==> config.mk <==
export PLATFORM = sky130hd
export DESIGN_NAME = btn_event_capture
export DESIGN_NICKNAME = d
export VERILOG_FILES = /design/src/rtl/btn_event_capture.sv
export SDC_FILE = /design/constraint.sdc
export NUM_CORES = 1
export LEC_CHECK = 0
export CAP_MARGIN = 15
export CORE_MARGIN = 1.5
export CORE_UTILIZATION = 60
export CTS_CLUSTER_SIZE = 10
export DETAILED_ROUTE_END_ITERATION = 8
export GPL_TIMING_DRIVEN = 0
export HOLD_SLACK_MARGIN = 0.06
export PLACE_DENSITY = 0.8
export SLEW_MARGIN = 20
export SYNTH_ARGS = -nofsm -noshare
export SYNTH_HDL_FRONTEND = slang
export SYNTH_SLANG_ARGS = --single-unit
==> constraint.sdc <==
create_clock -name clk -period 7.9 [get_ports clk]
set_clock_uncertainty 0.1 [all_clocks]
set_input_delay 1.58 -clock clk [delete_from_list [all_inputs] [get_ports clk]]
set_output_delay 1.58 -clock clk [all_outputs]
set_load 0.1 [all_outputs]
==> src/rtl/btn_event_capture.sv <==
// btn_event_capture: per-line 2-flop sync + debounce, press/release events in a FWFT FIFO.
// Optional macro BTN_EVT_TIMESTAMP_EN adds a 16-bit cycle stamp per event on evt_time.
module btn_event_capture #(
    parameter int N_BTN        = 16,
    parameter int DEBOUNCE_CNT = 10,
    parameter int FIFO_DEPTH   = 4
) (
    input  logic                   clk,
    input  logic                   rst,
    input  logic [N_BTN-1:0]       btn_in,
    output logic [N_BTN-1:0]       btn_state,
    output logic                   evt_valid,
    input  logic                   evt_ready,
    output logic [$clog2(N_BTN):0] evt_code,
    output logic                   evt_ovf,
    input  logic                   ovf_clr
`ifdef BTN_EVT_TIMESTAMP_EN
    ,
    output logic [15:0]            evt_time
`endif
);
    localparam int IDXW = $clog2(N_BTN);
    localparam int EW   = IDXW + 1;
    localparam int CW   = $clog2(DEBOUNCE_CNT);
    localparam int PW   = $clog2(FIFO_DEPTH);
    localparam logic [CW-1:0] CNT_LAST = CW'(DEBOUNCE_CNT - 1);
    localparam logic [PW:0]   DEPTH_C  = (PW+1)'(FIFO_DEPTH);

    logic [N_BTN-1:0] sync1_q, sync2_q;
    logic [N_BTN-1:0] state_q, state_d;
    logic [CW-1:0]    cnt_q [N_BTN];
    logic [CW-1:0]    cnt_d [N_BTN];
    logic [N_BTN-1:0] accept;
    logic [N_BTN-1:0] pend_q, pend_d;
    logic [N_BTN-1:0] pkind_q, pkind_d;
    logic [N_BTN-1:0] clr;
    logic             ovf_q, ovf_d, loss;
    logic [IDXW-1:0]  push_idx;
    logic             found, push, pop;
    logic [EW-1:0]    mem_q [FIFO_DEPTH];
    logic [PW-1:0]    wr_q, rd_q;
    logic [PW:0]      count_q, count_d;

    // Debounce: count cycles the synced input disagrees; accept on the last one.
    always_comb begin
        accept  = '0;
        state_d = state_q;
        for (int i = 0; i < N_BTN; i++) begin
            cnt_d[i] = '0;
            if (sync2_q[i] != state_q[i]) begin
                if (cnt_q[i] == CNT_LAST) begin
                    state_d[i] = sync2_q[i];
                    accept[i]  = 1'b1;
                end else begin
                    cnt_d[i] = cnt_q[i] + CW'(1);
                end
            end
        end
    end

    // Priority scan: lowest-index pending line is the push candidate.
    always_comb begin
        found    = 1'b0;
        push_idx = '0;
        for (int i = N_BTN - 1; i >= 0; i--) begin
            if (pend_q[i]) begin
                found    = 1'b1;
                push_idx = IDXW'(i);
            end
        end
    end

    assign pop  = evt_valid & evt_ready;
    assign push = found & ((count_q != DEPTH_C) | pop);

    // Pending bookkeeping, loss detection and FIFO occupancy.
    always_comb begin
        clr = '0;
        if (push) clr[push_idx] = 1'b1;
        pend_d  = (pend_q & ~clr) | accept;
        pkind_d = (pkind_q & ~accept) | (state_d & accept);
        loss    = |(pend_q & ~clr & accept);
        ovf_d   = loss | (ovf_q & ~ovf_clr);
        count_d = count_q;
        case ({push, pop})
            2'b10:   count_d = count_q + (PW+1)'(1);
            2'b01:   count_d = count_q - (PW+1)'(1);
            default: count_d = count_q;
        endcase
    end

    // Synchronisers, debounced state and counters.
    always_ff @(posedge clk or posedge rst) begin
        if (rst) begin
            sync1_q <= '0;
            sync2_q <= '0;
            state_q <= '0;
            for (int i = 0; i < N_BTN; i++) cnt_q[i] <= '0;
        end else begin
            sync1_q <= btn_in;
            sync2_q <= sync1_q;
            state_q <= state_d;
            for (int i = 0; i < N_BTN; i++) cnt_q[i] <= cnt_d[i];
        end
    end

    // Pending flags, pending kinds and sticky overflow.
    always_ff @(posedge clk or posedge rst) begin
        if (rst) begin
            pend_q  <= '0;
            pkind_q <= '0;
            ovf_q   <= 1'b0;
        end else begin
            pend_q  <= pend_d;
            pkind_q <= pkind_d;
            ovf_q   <= ovf_d;
        end
    end

    // Event FIFO storage and pointers.
    always_ff @(posedge clk or posedge rst) begin
        if (rst) begin
            wr_q    <= '0;
            rd_q    <= '0;
            count_q <= '0;
            for (int i = 0; i < FIFO_DEPTH; i++) mem_q[i] <= '0;
        end else begin
            if (push) begin
                mem_q[wr_q] <= {pkind_q[push_idx], push_idx};
                wr_q        <= wr_q + PW'(1);
            end
            if (pop) rd_q <= rd_q + PW'(1);
            count_q <= count_d;
        end
    end

`ifdef BTN_EVT_TIMESTAMP_EN
    logic [15:0] ts_q;
    logic [15:0] ptime_q [N_BTN];
    logic [15:0] tmem_q  [FIFO_DEPTH];

    // Free-running stamp, per-line capture and FIFO side storage.
    always_ff @(posedge clk or posedge rst) begin
        if (rst) begin
            ts_q <= '0;
            for (int i = 0; i < N_BTN; i++) ptime_q[i] <= '0;
            for (int i = 0; i < FIFO_DEPTH; i++) tmem_q[i] <= '0;
        end else begin
            ts_q <= ts_q + 16'd1;
            for (int i = 0; i < N_BTN; i++) begin
                if (accept[i]) ptime_q[i] <= ts_q;
            end
            if (push) tmem_q[wr_q] <= ptime_q[push_idx];
        end
    end

    assign evt_time = tmem_q[rd_q];
`endif

    assign btn_state = state_q;
    assign evt_valid = (count_q != '0);
    assign evt_code  = mem_q[rd_q];
    assign evt_ovf   = ovf_q;

endmodule
# --- Word-level counts from Yosys, hierarchy flattened ---
# Index checks and enable logic that the tools add are counted.
classes:
  eq_ne: 35
  n_reduce_logical: 5
  bitwise_logic: 16
  muxes: 140
  n_addsub: 20
  n_lt_le_gt_ge: 5
ops:
  columns: ["operator", "count"]
  rows:
  - ["4-bit 2-to-1 mux", 48]
  - ["1-bit 2-to-1 mux", 82]
  - ["4-bit by 1-bit adder with 4-bit output, second input constant", 16]
  - ["16-bit bitwise AND", 4]
  - ["4-bit equality test, second input constant", 16]
  - ["16-bit inverter", 2]
  - ["16-bit OR", 2]
  - ["20-bit bitwise mux", 1]
  - ["16-bit 2-to-1 mux", 1]
  - ["1-bit != test", 16]
  - ["16-bit OR reduction", 1]
  - ["5-bit 2-to-1 mux", 3]
  - ["5-bit binary-select mux with 2-bit select", 1]
  - ["5-bit demux with 2-bit select", 1]
  - ["3-bit greater-or-equal comparator, second input constant", 2]
  - ["2-bit inverter with 3-bit output", 2]
  - ["3-bit one-hot mux with 2 select lines", 1]
  - ["4-bit by 5-bit < comparator with 1-bit output, second input constant", 1]
  - ["2-bit by 1-bit adder with 2-bit output, second input constant", 2]
  - ["1-bit binary-select mux with 4-bit select", 1]
  - ["1-bit demux with 4-bit select", 1]
  - ["4-bit by 1-bit greater-or-equal comparator with 1-bit output, second input constant", 1]
  - ["3-bit by 1-bit adder with 3-bit output, second input constant", 1]
  - ["1-bit bitwise AND", 3]
  - ["other kinds (10)", 12]
word_totals:
  input_bits: 20
  regBits: 172
  elab_cells: 250
  output_inout_bits: 23

# --- Depth between registers and ports, before layout ---
# Gate-level depths: netlist (run 1).
depth:
  ltp_word: 26
  mapped_depth: 12
  ltp_nobuf: 11

# --- Worst setup path after synthesis (run 1) ---
# Ideal clock, no wire load.
synth_timing:
  path_type: "in2reg"
  from: "input port evt_ready"
  to: "register count_q[2]"
  setup_time_ps: 79
  path_stages: 10
  n_path_buf: 1
  slack_ps: 4251
  required_time_ps: 7721
  arrival_time_ps: 3470
  cell_sequence: "nor4b_1 > a31oi_1 > clkbuf_1 > inv_1 > ha_1 > inv_1 > fa_1 > xor2_1 > nor2_1 > xor2_1"
synth_between:
  elab_chain_cells: 5
  elab_cells_between_ends: 7
  cone_classes: "2 x eq/ne; 1 x mux; 3 x bitwise; 1 x reduce/logical"
synth_rtl:
  columns: ["item", "line", "text"]
  rows:
  - ["from (decl)", "13", "input logic evt_ready,"]
  - ["1-bit bitwise AND (*)", "73", "assign pop = evt_valid & evt_ready;"]
  - ["1-bit OR", "74", "assign push = found & ((count_q != DEPTH_C) | pop);"]
  - ["1-bit bitwise AND", "74", null]
  - ["2-bit by 1-bit equality test with 1-bit output or 2-bit equality test (tied branches)", "85", "case ({push, pop})"]
  - ["3-bit one-hot mux with 2 select lines or 2-bit nonzero test (tied branches)", null, null]
  - ["to (signal assigned)", "133", "count_q <= count_d;"]
  - ["to (decl)", "42", "logic [PW:0] count_q, count_d;"]
# Mark *: on every way between the ends. The rest lies on a longest branch, timed or not.
# A chain may end at the register's enable or synchronous reset.

# --- Final worst setup path (run 1) ---
layout_timing:
  from: "register rd_q[0]"
  to: "output port evt_code[4]"
layout_between:
  elab_chain_cells: 4
layout_rtl:
  columns: ["item", "line", "text"]
  rows:
  - ["from (decl)", "41", "logic [PW-1:0] wr_q, rd_q;"]
  - ["from (signal assigned)", "132", "if (pop) rd_q <= rd_q + PW'(1);"]
  - ["2-bit inverter with 3-bit output (not written as such)", "162", "assign evt_code = mem_q[rd_q];"]
  - ["5-bit binary-select mux with 2-bit select", "162", null]
  - ["5-bit 2-to-1 mux (not written as such) (2 in a row)", "162", null]
  - ["to (decl)", "14", "output logic [$clog2(N_BTN):0] evt_code,"]
# No other way between the ends. The select of a mux whose other input is x is not followed.

==> run_results.csv, run 1 <==
group,metric,value,unit
clock_tree,max-clock-path-buffers,2,
timing,setup_tns,0,ns
detailed_routing,drtPass1Iterations,5,
detailed_routing,highest_layer,"met4",
detailed_routing,totalWireLength,15730,um
setup_path,worst-endpoint-required,6.22,ns
logic_synthesis,synth_largest_area_cell,"sky130_fd_sc_hd__dfrtp_1",
finish,flow.area_growth_from_synthesis,16.25,%
power_and_ir_drop,pd_cells,344.1,nW/um2
logic_synthesis,synth_most_common_cell,"sky130_fd_sc_hd__dfrtp_1",
die,initial_utilization,61.04,%
setup_path,cp_slowest_cell,"sky130_fd_sc_hd__clkdlybuf4s50_1",
detailed_routing,detail_route.vias_per_cell,5.526,
placement,dpl_cell_area,8348,um2
finish,finalNetCount,853,
logic_synthesis,ys_types,59,
global_routing,grt_first_pass_wirelength,25840,um
clock_tree,cts_max_level,4,
logic_synthesis,seq_area_frac_synth,56.11,%
timing,worst_pin_slew,0.9804,ns
global_routing,number_of_global_route_vias_before_repair,5454,
detailed_routing,wl_per_cell,16.07,um
logic_synthesis,synth.ff_latch_count,172,
clock_tree,numCtsBuffers,17,
clock_tree,ctsRootBufferMaster,"sky130_fd_sc_hd__clkbuf_16",
status,result_of_the_run,"finished clean",
logic_synthesis,synth.top_cells.by_count,"sky130_fd_sc_hd__dfrtp_1 (172), sky130_fd_sc_hd__nand2_1 (115), sky130_fd_sc_hd__nor2_1 (99), sky130_fd_sc_hd__o21ai_0 (67), sky130_fd_sc_hd__ha_1 (37)",
timing,rsz_0062_raised_after_global_routing,"false",
setup_path,crit_path_start,"rd_q[0]",
timing,timing.slew.headroom,34.44,%
timing,timing.final.hold_violations,0,
timing,setup-violations-final,0,
logic_synthesis,yosys_warnings,0,
logic_synthesis,cell_types_with_the_largest_area_share_after_synthesis,"sky130_fd_sc_hd__dfrtp_1 (56%), sky130_fd_sc_hd__ha_1 (6.0%), sky130_fd_sc_hd__nand2_1 (5.6%)",
finish,fraction_of_layout_instances_using_a_drive_strength_above_1,9.046,%
setup_path,timing.critical_path.cells,"clkbuf_1 -> mux4_2 -> clkdlybuf4s50_1",
flow_run,maxCapViolCount,0,
logic_synthesis,post_synth.cell_area_avg,10.47,um2
global_routing,initial_antenna_violation_count,0,
detailed_routing,antenna_violating_nets_left,0,
detailed_routing,drt_first_iter_violations,305,
placement,place.port_buffers,42,
power_and_ir_drop,vdd_drop_max,0.1897,mV
logic_synthesis,post_synth_inst_count,733,
clock_tree,insertion_delay,0.42,ns
logic_synthesis,synth_fp_nets,791,
clock_tree,post_cts.repair.setup_buffers,0,
die,fp.coreArea,12570,um2
placement,gp_routability_congestion,0.9230,
setup_path,critical-path-max-stage-delay,0.98,ns
detailed_routing,route.layer.met1.wl,6576,um
finish,n_antenna_cell,0,
die,die_w,116.1,um
logic_synthesis,synth_ff_type,"sky130_fd_sc_hd__dfrtp_1",
setup_path,critPathMaxFanout,7,
clock_tree,hold_buffers,0,
detailed_routing,drc_errors,0,
timing,final.period_utilization,55.31,%
power_and_ir_drop,static-leakage-power,4.184,nW
setup_path,worst-r2r-cell-count,11,
setup_path,endpoint_kind,"output pin",
detailed_routing,vias,5410,
placement,hpwl,11030,um
clock_tree,tritoncts,"yes",
clock_tree,clkTransAtPathRegs,0.06,ns
detailed_routing,met2RoutedLength,8055,um
setup_path,arrival,2.69,ns
detailed_routing,route.met3.wl,681,um
die,die_height,116.1,um
setup_path,crit_type,"flop to output pin",
die,boundaryPins,43,
setup_path,r2r_start,"pend_q[1]",
logic_synthesis,synth_enable_flop_cells,0,
global_routing,grt-ovfl-total,0,
hold_path,min_path_cells,0,
setup_path,timing.critical_path.from_type,"flop",
timing,timing.fmax,0.2288,GHz
global_routing,track_usage,25.37,%
clock_tree,clock-sinks,172,
logic_synthesis,synthesis.area,7671,um2
logic_synthesis,postSynth.asyncResetShare,100.0,%
die,dieArea,13470,um2
finish,layout.cell_area.non_filler,8917,um2
logic_synthesis,post-synth-top-area-fraction,56.11,%
timing,final_period_minus_worst_setup_slack,4.370,ns
die,floorplan.rows,41,
timing,maxSlewViolCount,0,
hold_path,timing.hold.worst.class,"flop to flop",
hold_path,holdCritStartpoint,"sync1_q[4]",
global_routing,grt_max_degree,108,
clock_tree,post_cts_resize_count,0,
-- final timing paths --
| path | to | slack, ns |
|---|---|---|
| max | evt_code[4] | 3.53 |
| min | sync2_q[4] | 0.25 |
| max reg2reg | count_q[2] | 4.72 |
| min reg2reg | sync2_q[4] | 0.25 |
| max in group asynchronous | cnt_q[43] | 5.35 |
| min in group asynchronous | sync1_q[10] | 1.49 |
-- logic make-up after synthesis --
| logic type | count (synthesis) | share of synthesized area, % |
|---|---|---|
| AO/OA/AOI/OAI | 127 | 9.950 |
| AND/OR/NAND/NOR | 287 | 16.39 |
| multiplexers | 16 | 3.066 |
| flip-flops | 172 | 56.11 |
| adder cells (fa/ha/maj) | 38 | 6.296 |
| buffers and inverters | 39 | 2.022 |
| XOR/XNOR | 54 | 6.165 |
-- metrics by stage --
step	std cells	utilization, %	hold slack (ns)	setup slack [ns]	power (mW)
2_1_floorplan	733	-	0.2312	1.560	1.979
3_3_place_gp	947	66.09	0.2320	-0.3097	2.193
3_5_place_dp	948	66.42	0.2347	3.322	2.261
4_1_cts	979	70.95	0.2496	3.480	3.086
5_1_grt	979	70.95	0.2553	3.378	3.254
6_report	979	70.95	0.2484	3.530	3.069
-- cell type report --
class | count | area (um2)
multi-input cells | 522 | 3218
flip-flops and latches | 172 | 4304
repair buffers | 43 | 447.9
inverters | 32 | 127.6
well taps | 172 | 215.2
plain buffers | 7 | 35.03
fillers | 906 | 3651
clock inverters | 13 | 140.1
clock buffers | 18 | 429.2
-- worst max-delay path: cells and delay by family (launching register included) --
kind | cells | cell delay [ns]
mux | 1 | 0.57
flops | 1 | 0.32
buf+inv | 2 | 1.39
-- registers in the layout, indices dropped and copies added (netlist names), named ones only --
signal and cells:
evt_ovf 1, count_q 3, cnt_q 64, mem_q 20
wr_q 2, sync1_q 16, sync2_q 16, btn_state 16
pend_q 16, rd_q 2
-- report_power, final --
part	leakage, nW	switching [mW]	internal (mW)
sequential	2.15	0.119	1.02
clock	0.281	0.345	0.466
combinational	1.75	0.744	0.373
total	4.18	1.21	1.86
-- metal layers --
metal	GRT usage, %	up-vias
met1	30.50	2674
met4	10.33	0
met2	43.65	119
met5	0	-
li1	-	2585
met3	6.642	32
-- cell usage in the layout, fill, tap and decap left out, types with 9 or more instances in the layout --
| cell type | n |
|---|---|
| sky130_fd_sc_hd__inv_1 | 31 |
| sky130_fd_sc_hd__ha_1 | 37 |
| sky130_fd_sc_hd__nand3_1 | 21 |
| sky130_fd_sc_hd__xor2_1 | 31 |
| sky130_fd_sc_hd__or2_2 | 18 |
| sky130_fd_sc_hd__clkdlybuf4s50_1 | 42 |
| sky130_fd_sc_hd__a21oi_1 | 28 |
| sky130_fd_sc_hd__xnor2_1 | 23 |
| sky130_fd_sc_hd__nor2_1 | 99 |
| sky130_fd_sc_hd__clkbuf_16 | 17 |
| sky130_fd_sc_hd__o21ai_0 | 67 |
| sky130_fd_sc_hd__dfrtp_1 | 172 |
| sky130_fd_sc_hd__nor3_1 | 9 |
| sky130_fd_sc_hd__nand2_1 | 115 |
Power figures use the tool's default switching activity.
==> inputs of run 2 (changes only) <==
Clock period 7.9 ns to 4.4 ns, I/O delays scaled along.
==> run 2 against run 1 <==
  * Final area is 0.72% higher
  * Wire length is 2.8% lower
  * Clock power is 76% higher
  * Final cell count is 0.51% higher
==> run_results.csv, run 2 (same netlist as run 1, synthesis figures left out) <==
group,metric,value,unit
status,result_of_the_run,"finished clean",
setup_path,reg2reg_setup_slack,1.28,ns
timing,worst_pin_slew,0.9800,ns
clock_tree,numCtsBuffers,17,
finish,most_common_cell_after_layout_fill_and_taps_aside,"sky130_fd_sc_hd__dfrtp_1",
power_and_ir_drop,pd_cells,610.4,nW/um2
die,boundaryPins,43,
clock_tree,hold_buffers,0,
setup_path,path_delay_family,"buffers and inverters",
detailed_routing,drt_first_iter_violations,290,
detailed_routing,drtPass1Iterations,5,
global_routing,grt-ovfl-total,0,
power_and_ir_drop,vdd_drop_max,0.3632,mV
placement,gp_routability_congestion,0.9172,
clock_tree,clock-sinks,172,
setup_path,crit_type,"flop to output pin",
setup_path,cp_slowest_cell,"sky130_fd_sc_hd__clkdlybuf4s50_1",
setup_path,count_of_buffering_cells_on_the_critical_path_with_inverters_included,2,
die,die_height,116.1,um
power_and_ir_drop,static-leakage-power,4.196,nW
die,fp.coreArea,12570,um2
finish,final_cell_mix,"sky130_fd_sc_hd__dfrtp_1 (172), sky130_fd_sc_hd__nand2_1 (115), sky130_fd_sc_hd__nor2_1 (99)",
detailed_routing,antenna_violating_nets_left,0,
power_and_ir_drop,power_report.internal_total,3.299,mW
finish,reg_top3,"cnt_q (64), mem_q (20)",
timing,timing.final.hold_violations,0,
finish,registers.top_by_ff_count,"cnt_q",
placement,place.port_buffers,42,
timing,timing.slew.headroom,34.46,%
placement,hpwl,11320,um
power_and_ir_drop,total_switching_power,2.183,mW
timing,timing.fmax,0.2692,GHz
hold_path,timing.hold.worst.class,"flop to flop",
power_and_ir_drop,swShare,39.83,%
die,dieArea,13470,um2
setup_path,worst-endpoint-required,3.42,ns
timing,final.period_utilization,84.42,%
clock_tree,post_cts.repair.setup_buffers,0,
finish,utilization,71.46,%
clock_tree,tritoncts,"yes",
finish,largest_register_ff_count,64,
setup_path,timing.critical_path.from_type,"flop",
finish,n_antenna_cell,0,
placement,pre_cts_ws,0.6461,ns
clock_tree,clkTransAtPathRegs,0.06,ns
timing,final_period_minus_worst_setup_slack,3.714,ns
finish,finalNetCount,857,
flow_run,maxCapViolCount,0,
detailed_routing,drc_errors,0,
setup_path,arrival,2.73,ns
detailed_routing,wl_per_cell,15.53,um
timing,setup-violations-final,0,
detailed_routing,vias,5376,
finish,flow.area_growth_from_synthesis,17.08,%
detailed_routing,totalWireLength,15290,um
timing,setup_tns,0,ns
timing,final.setup.worst_slack,0.6857,ns
global_routing,initial_antenna_violation_count,0,
setup_path,critical-path-max-stage-delay,0.98,ns
power_and_ir_drop,power.share.sequential,37.4,%
clock_tree,ctsRootBufferMaster,"sky130_fd_sc_hd__clkbuf_16",
clock_tree,max-clock-path-buffers,2,
setup_path,critPathMaxFanout,7,
global_routing,track_usage,25.25,%
die,die_w,116.1,um
global_routing,grt_first_pass_wirelength,25940,um
power_and_ir_drop,combPwrFrac,36.5,%
global_routing,number_of_global_route_vias_before_repair,5584,
timing,maxSlewViolCount,0,
power_and_ir_drop,clock_power_share,26.1,%
die,floorplan.rows,41,
timing,rsz_0062_raised_after_global_routing,"false",
detailed_routing,detail_route.vias_per_cell,5.463,
finish,fraction_of_layout_instances_using_a_drive_strength_above_1,9.606,%
setup_path,endpoint_kind,"output pin",
setup_path,timing.critical_path.cells,"clkbuf_1 -> mux4_2 -> clkdlybuf4s50_1",
clock_tree,post_cts_resize_count,0,
global_routing,grt_max_degree,38,
clock_tree,cts_max_level,4,
die,initial_utilization,61.04,%
clock_tree,insertion_delay,0.43,ns
-- run 2: cell count changes in the layout (fill, tap and decap cells not counted), sizes merged --
cell and change:
clkinvlp +4, buf +4, bufinv -1, clkinv -3
inv +1
-- run 2: metal layers --
layer | vias up | global-route usage (%) | wire length [um]
li1 | 2596 | - | -
met1 | 2655 | 30.15 | 6427
met2 | 100 | 44.47 | 7994
met3 | 25 | 6.381 | 526
met4 | 0 | 8.943 | 336
met5 | - | 0 | 0
-- run 2: worst register-to-register path, stage by stage (launching register included) --
cell and delay [ns]:
sky130_fd_sc_hd__dfrtp_1 0.45, sky130_fd_sc_hd__nor4_1 0.57, sky130_fd_sc_hd__o211ai_1 0.41, sky130_fd_sc_hd__nand2_1 0.24, sky130_fd_sc_hd__buf_2 0.28, sky130_fd_sc_hd__mux2i_1 0.22
sky130_fd_sc_hd__a211oi_1 0.11, sky130_fd_sc_hd__o21ai_0 0.46, sky130_fd_sc_hd__a21oi_1 0.14
-- run 2: path summary, 6_finish.rpt --
| kind | to | start | cells after the start |
|---|---|---|---|
| worst max-delay path | evt_code[4] | rd_q[0] | 3 |
| worst min-delay path | sync2_q[7] | sync1_q[7] | 0 |
| worst max register to register | mem_q[9] | pend_q[3] | 8 |
| worst min register to register | sync2_q[7] | sync1_q[7] | 0 |
| max in group asynchronous | cnt_q[54] | rst | 5 |
| min in group asynchronous | btn_state[14] | rst | 2 |
-- run 2: power by group through the flow --
stage | combinational (mW) | sequential, mW | clock [mW]
6_report | 2.00 | 2.05 | 1.43
5_1_grt | 2.21 | 2.08 | 1.52
4_1_cts | 2.01 | 2.05 | 1.45
3_5_place_dp | 2.00 | 2.07 | 0
3_3_place_gp | 1.90 | 2.05 | 0
2_1_floorplan | 1.46 | 2.09 | 0
-- run 2: area by class of cell --
| class | count | area (um2) |
|---|---|---|
| Sequential cell | 172 | 4304 |
| Fill cell | 898 | 3587 |
| Multi-Input combinational cell | 522 | 3218 |
| Timing Repair Buffer | 47 | 520.5 |
| Clock buffer | 18 | 429.2 |
| Tap cell | 172 | 215.2 |
| Clock inverter | 14 | 135.1 |
| Inverter | 32 | 123.9 |
| Buffer | 7 | 35.03 |
-- run 2: per-stage QoR --
stage	std cells	hold slack [ns]	power, mW	area [um2]
2_1_floorplan	733	0.2312	3.553	7675
3_3_place_gp	947	0.2320	3.946	8310
3_5_place_dp	952	0.2347	4.068	8417
4_1_cts	984	0.2468	5.510	8981
5_1_grt	984	0.2554	5.805	8981
6_report	984	0.2445	5.482	8981
